**config.mk**
```make
export PLATFORM = sky130hd
export DESIGN_NAME = sysid_probe_master
export DESIGN_NICKNAME = d
export VERILOG_FILES = /design/src/rtl/sysid_probe_pkg.sv /design/src/rtl/sysid_probe_master.sv
export SDC_FILE = /design/constraint.sdc
export NUM_CORES = 1
export LEC_CHECK = 0
export CORE_ASPECT_RATIO = 1.4
export CORE_MARGIN = 1
export CORE_UTILIZATION = 44
export CTS_CLUSTER_SIZE = 30
export DETAILED_ROUTE_END_ITERATION = 7
export GPL_ROUTABILITY_DRIVEN = 0
export PLACE_DENSITY_LB_ADDON = 0.2
export SYNTH_ARGS = -nofsm -noshare
export SYNTH_HDL_FRONTEND = slang
export SYNTH_SLANG_ARGS = --single-unit
```
**constraint.sdc**
```tcl
create_clock -name clock -period 2.9 [get_ports clock]
set_input_delay 0.725 -clock clock [delete_from_list [all_inputs] [get_ports clock]]
set_output_delay 0.725 -clock clock [all_outputs]
set_load 0.1 [all_outputs]
```
**src/rtl/sysid_probe_pkg.sv**
```systemverilog
// Shared types and constants for the system-ID probe master.
package sysid_probe_pkg;

  typedef enum logic [1:0] {
    IDLE,
    RD_ID,
    RD_TS,
    DONE
  } state_e;

  typedef enum logic [1:0] {
    ERR_NONE,
    ERR_ID,
    ERR_TS,
    ERR_TIMEOUT
  } err_e;

  // Word offsets of the two registers inside the system-ID slave.
  localparam logic OFS_ID = 1'b0;
  localparam logic OFS_TS = 1'b1;

  // Classify a completed (non-timed-out) check. An ID mismatch outranks a
  // timestamp mismatch; the latter only counts when timestamp checking is on.
  function automatic err_e classify(input logic id_ok,
                                    input logic ts_ok,
                                    input logic check_ts);
    if (!id_ok)               return ERR_ID;
    if (check_ts && !ts_ok)   return ERR_TS;
    return ERR_NONE;
  endfunction

endpackage

```
**src/rtl/sysid_probe_master.sv**
```systemverilog
// Avalon-MM read initiator that fetches the system-ID and build-timestamp
// words, compares them against expected values and reports pass/fail.
module sysid_probe_master
  import sysid_probe_pkg::*;
#(
  parameter logic [31:0] EXPECTED_ID        = 32'h0000_0000,
  parameter logic [31:0] EXPECTED_TIMESTAMP = 32'd1354606704,
  parameter bit          CHECK_TS           = 1'b1,
  parameter int unsigned TIMEOUT_CYCLES     = 255
) (
  input  logic        clock,
  input  logic        reset,
  input  logic        start,
  output logic        avm_address,
  output logic        avm_read,
  input  logic        avm_waitrequest,
  input  logic [31:0] avm_readdata,
  output logic        busy,
  output logic        done,
  output logic        pass,
  output logic [1:0]  err,
  output logic [31:0] id_out,
  output logic [31:0] ts_out
);

  localparam bit          TO_EN   = (TIMEOUT_CYCLES != 0);
  // Last stall count before the limit; hitting it on a stalled cycle means
  // the counter reaches TIMEOUT_CYCLES on this edge.
  localparam logic [15:0] TO_LAST = TO_EN ? 16'(TIMEOUT_CYCLES - 1) : '0;

  state_e      state_q, state_d;
  logic [15:0] cnt_q,   cnt_d;
  logic        addr_q,  addr_d;
  logic        read_q,  read_d;
  logic        busy_q,  busy_d;
  logic        done_q,  done_d;
  logic        pass_q,  pass_d;
  err_e        err_q,   err_d;
  logic [31:0] id_q,    id_d;
  logic [31:0] ts_q,    ts_d;

  logic        stall;
  logic        xfer;
  logic        timed_out;
  logic        finish;
  err_e        fin_err;

  assign stall     = read_q & avm_waitrequest;
  assign xfer      = read_q & ~avm_waitrequest;
  assign timed_out = TO_EN && stall && (cnt_q == TO_LAST);

  // State, handshake and result registers; reset drops the read strobe at once.
  always_ff @(posedge clock or posedge reset) begin
    if (reset) begin
      state_q <= IDLE;
      cnt_q   <= '0;
      addr_q  <= OFS_ID;
      read_q  <= 1'b0;
      busy_q  <= 1'b0;
      done_q  <= 1'b0;
      pass_q  <= 1'b0;
      err_q   <= ERR_NONE;
      id_q    <= '0;
      ts_q    <= '0;
    end else begin
      state_q <= state_d;
      cnt_q   <= cnt_d;
      addr_q  <= addr_d;
      read_q  <= read_d;
      busy_q  <= busy_d;
      done_q  <= done_d;
      pass_q  <= pass_d;
      err_q   <= err_d;
      id_q    <= id_d;
      ts_q    <= ts_d;
    end
  end

  // Next-state logic: sequence the two reads, count stalls, grade the result.
  always_comb begin
    state_d = state_q;
    cnt_d   = cnt_q;
    addr_d  = addr_q;
    read_d  = read_q;
    busy_d  = busy_q;
    done_d  = 1'b0;
    pass_d  = pass_q;
    err_d   = err_q;
    id_d    = id_q;
    ts_d    = ts_q;
    finish  = 1'b0;
    fin_err = ERR_NONE;

    unique case (state_q)
      IDLE: begin
        if (start) begin
          state_d = RD_ID;
          cnt_d   = '0;
          addr_d  = OFS_ID;
          read_d  = 1'b1;
          busy_d  = 1'b1;
          pass_d  = 1'b0;
          err_d   = ERR_NONE;
          id_d    = '0;
          ts_d    = '0;
        end
      end

      RD_ID: begin
        if (timed_out) begin
          finish  = 1'b1;
          fin_err = ERR_TIMEOUT;
        end else if (xfer) begin
          // The timestamp is fetched even after an ID mismatch so that both
          // words are always visible to boot logic.
          id_d    = avm_readdata;
          addr_d  = OFS_TS;
          cnt_d   = '0;
          state_d = RD_TS;
        end else if (stall) begin
          cnt_d = cnt_q + 16'd1;
        end
      end

      RD_TS: begin
        if (timed_out) begin
          finish  = 1'b1;
          fin_err = ERR_TIMEOUT;
        end else if (xfer) begin
          ts_d    = avm_readdata;
          finish  = 1'b1;
          fin_err = classify(id_q == EXPECTED_ID,
                             avm_readdata == EXPECTED_TIMESTAMP,
                             CHECK_TS);
        end else if (stall) begin
          cnt_d = cnt_q + 16'd1;
        end
      end

      DONE: begin
        state_d = IDLE;
      end

      default: state_d = IDLE;
    endcase

    if (finish) begin
      state_d = DONE;
      read_d  = 1'b0;
      addr_d  = OFS_ID;
      busy_d  = 1'b0;
      done_d  = 1'b1;
      err_d   = fin_err;
      pass_d  = (fin_err == ERR_NONE);
    end
  end

  assign avm_address = addr_q;
  assign avm_read    = read_q;
  assign busy        = busy_q;
  assign done        = done_q;
  assign pass        = pass_q;
  assign err         = err_q;
  assign id_out      = id_q;
  assign ts_out      = ts_q;

endmodule

```
==> flow_summary.yaml <==
final_layout:
  layout.nets: 542
  drive_above_1_share: 0.216
  fillers: 769
  fin_area_um2: 5300
  area_delta_synth_final_pct: 33.6
  num_antenna_cells: 0
clock_network:
  cts-resized-gates: 0
  cts_hold_buf: 0
  cts-root-buf: "clkbuf_16"
  clk_pin_slew_worst_paths_ns: 0.06
  cts.path.max_buffers: 2
  h-tree-depth: 3
  cts_made_buffers: 9
  cts_tree: "yes"
  clock_sinks: 88
  cts_setup_buffers: 0
  clk_latency_ns: 0.34
synthesis:
  ys_async_sr_fraction: 1.00
  yosys_warnings: 0
  ys_seq_area_frac: 0.556
  syn_nets: 435
  yosysTopAreaCell: "dfrtp_1"
  postSynthAreaPerCell_um2: 10.1
  synth_simple_gate_area_share: 0.189
  synth_fa_ha_area_frac: 0.0189
  yosysMostFrequentCell: "dfrtp_1"
  synth_compound_area_frac: 0.201
  netlist_area_um2: 3960
  synth-xor-area-share: 0
  synth_cells: 393
  netlist-cell-type-count: 46
  synth_top_area_frac: 0.556
  synth_mux_area_frac: 0
  synth_edf_count: 0
  yosys-top-cells-area: "dfrtp_1 56%, a22o_1 7.1%, nand2_1 7.0%, o21ai_0 6.6%, ha_1 1.9%"
  yosys-top-cells-count: "88 x dfrtp_1, 74 x nand2_1, 52 x o21ai_0"
  ys_ff_latch: 88
  synth_top_family_by_area: "compound AO/OA/AOI/OAI gates"
  yosys_most_used_dff: "dfrtp_1"
grt:
  grt_usage: 0.243
  grt_max_degree: 57
  grt_pass1_vias: 3379
  met1_usage: 0.305
  grt_pass1_wl_mm: 16.9
  grt_antenna_before_repair: 0
  met2_usage: 0.395
  grtUsageMet3: 0.0406
  grt_overflow: 0
  top_usage_layer: "met2"
setup_path:
  timing.rr.start: "state_q[0]$_DFFE_PP0P_"
  path_max_fanout: 3
  r2r_setup_slack_ns: 0.75
  cp.arrival_ns: 2.63
  crit_path_start_kind: "input port"
  startpoint: "avm_readdata[25]"
  worst_setup_path_end_kind: "flop"
  regToRegEndpoint: "cnt_q[5]$_DFFE_PP0P_"
  required_ns: 3.13
  path_class: "in2reg"
  reg2reg_depth: 7
floorplan:
  die_h_um: 114
  dieWidth_um: 82.2
  start_util: 0.458
  core-area_um2: 8660
  dieArea_um2: 9390
  rows: 40
  ios: 107
worst_hold_path:
  min_delay_worst_endpoint: "ts_out[17]$_DFFE_PP0P_"
  hp-class: "reg2reg"
  min_from: "ts_out[17]$_DFFE_PP0P_"
  hold_depth: 2
drt:
  drc: 0
  drtAntennaViolNets: 0
  wire_per_inst_um: 17.3
  drtIter0Drc: 212
  drtPass1Iterations: 4
  vias: 3448
  wirelength_mm: 10.6
  viasPerCell: 5.65
timing:
  worst_slack_ns: 0.500
  fmax_mhz: 417
  setup_viol: 0
  clock_skew_ns: 0.00646
  drv_slew: 0
  max_slew_margin: 0.651
  tightest_slew_ns: 0.523
  finalHoldViolCount: 0
  min_period_ns: 2.40
  fin_tns_setup_ns: 0
  rsz0062_at_grt: "false"
  fin_crit_sh: 0.827
placement:
  io_buffers: 106
  hpwl_mm: 7.66
  post-place-ws_ns: 0.164
  placed_area_um2: 5020
outcome:
  status: "finished, final reports clean"
job:
  cap_viol_max_count: 0
==> layout by cell type, fill, tap and decap left out, types with 2 or more instances in the layout <==
cell type	count
dfrtp_1	88
buf_4	81
nand2_1	74
o21ai_0	52
clkdlybuf4s50_1	35
a22o_1	32
nor2_1	14
nand3_1	13
nor4_1	11
a21oi_1	9
clkbuf_16	9
nand4_1	6
o31ai_1	6
inv_1	6
ha_1	6
nor3_1	5
a31oi_1	4
or4_1	4
nand2b_1	3
and2_1	3
clkinvlp_4	3
buf_12	3
nor4_2	2
nor2b_1	2
o41ai_2	2
o41ai_1	2
or4b_1	2
nand4b_1	2
clkbuf_1	2
==> stage by stage <==
step / instances / hold slack [ns] / util
2_1_floorplan: 393 / 0.441 / -
4_1_cts: 610 / 0.486 / 0.612
6_report: 610 / 0.477 / 0.612
5_1_grt: 610 / 0.511 / 0.612
3_3_place_gp: 594 / 0.465 / 0.580
3_5_place_dp: 594 / 0.472 / 0.580
==> layer usage <==
metal,up-vias,wire [um],part of all wire
li1,1648,-,-
met1,1667,4440,0.42
met2,115,5280,0.50
met3,18,554,0.052
met4,0,306,0.029
met5,-,0,0
==> cells by family (layout without fill, tap and decap cells) <==
group | after synthesis | in the layout
AOI/OAI and AO/OA | 118 | 118
adders and majority gates | 6 | 6
buffers and inverters | 31 | 143
DFF | 88 | 88
and+or+nand+nor | 150 | 150
==> area by class of cell <==
class,instances,area (um2),area share
clock buffers,12,246,0.0466
well taps,105,131,0.0248
clock inverters,4,28.8,0.00543
multi-input cells,274,1630,0.309
repair buffers,119,1020,0.192
inverters,8,33.8,0.00638
flip-flops and latches,88,2200,0.416
==> worst max-delay path, cell delays in order <==
cell and delay [ns]:
clkdlybuf4s50_1 0.50, or4b_1 0.55, nor4_1 0.42, nand4_1 0.23, nand3_1 0.14, a21oi_1 0.07
==> worst max path at each step <==
stage | endpoint | slack (ns)
after floorplan | id_out[22]$_DFFE_PP0P_ | 0.67
after global placement | err[1]$_DFFE_PP0P_ | 0.21
after detailed placement | err[1]$_DFFE_PP0P_ | 0.16
after CTS | err[1]$_DFFE_PP0P_ | 0.51
after global routing | err[1]$_DFFE_PP0P_ | 0.41
final | err[1]$_DFFE_PP0P_ | 0.50
==> flip-flops by register name, indices dropped and copies added (netlist names) <==
signal,flops
avm_address,1
busy,1
cnt_q,16
done,1
err,2
id_out,32
pass,1
state_q,2
ts_out,32
Power is left out: the tool's default activity adds up to more than one toggle a clock period on the data nets, which glitch-free logic cannot reach.
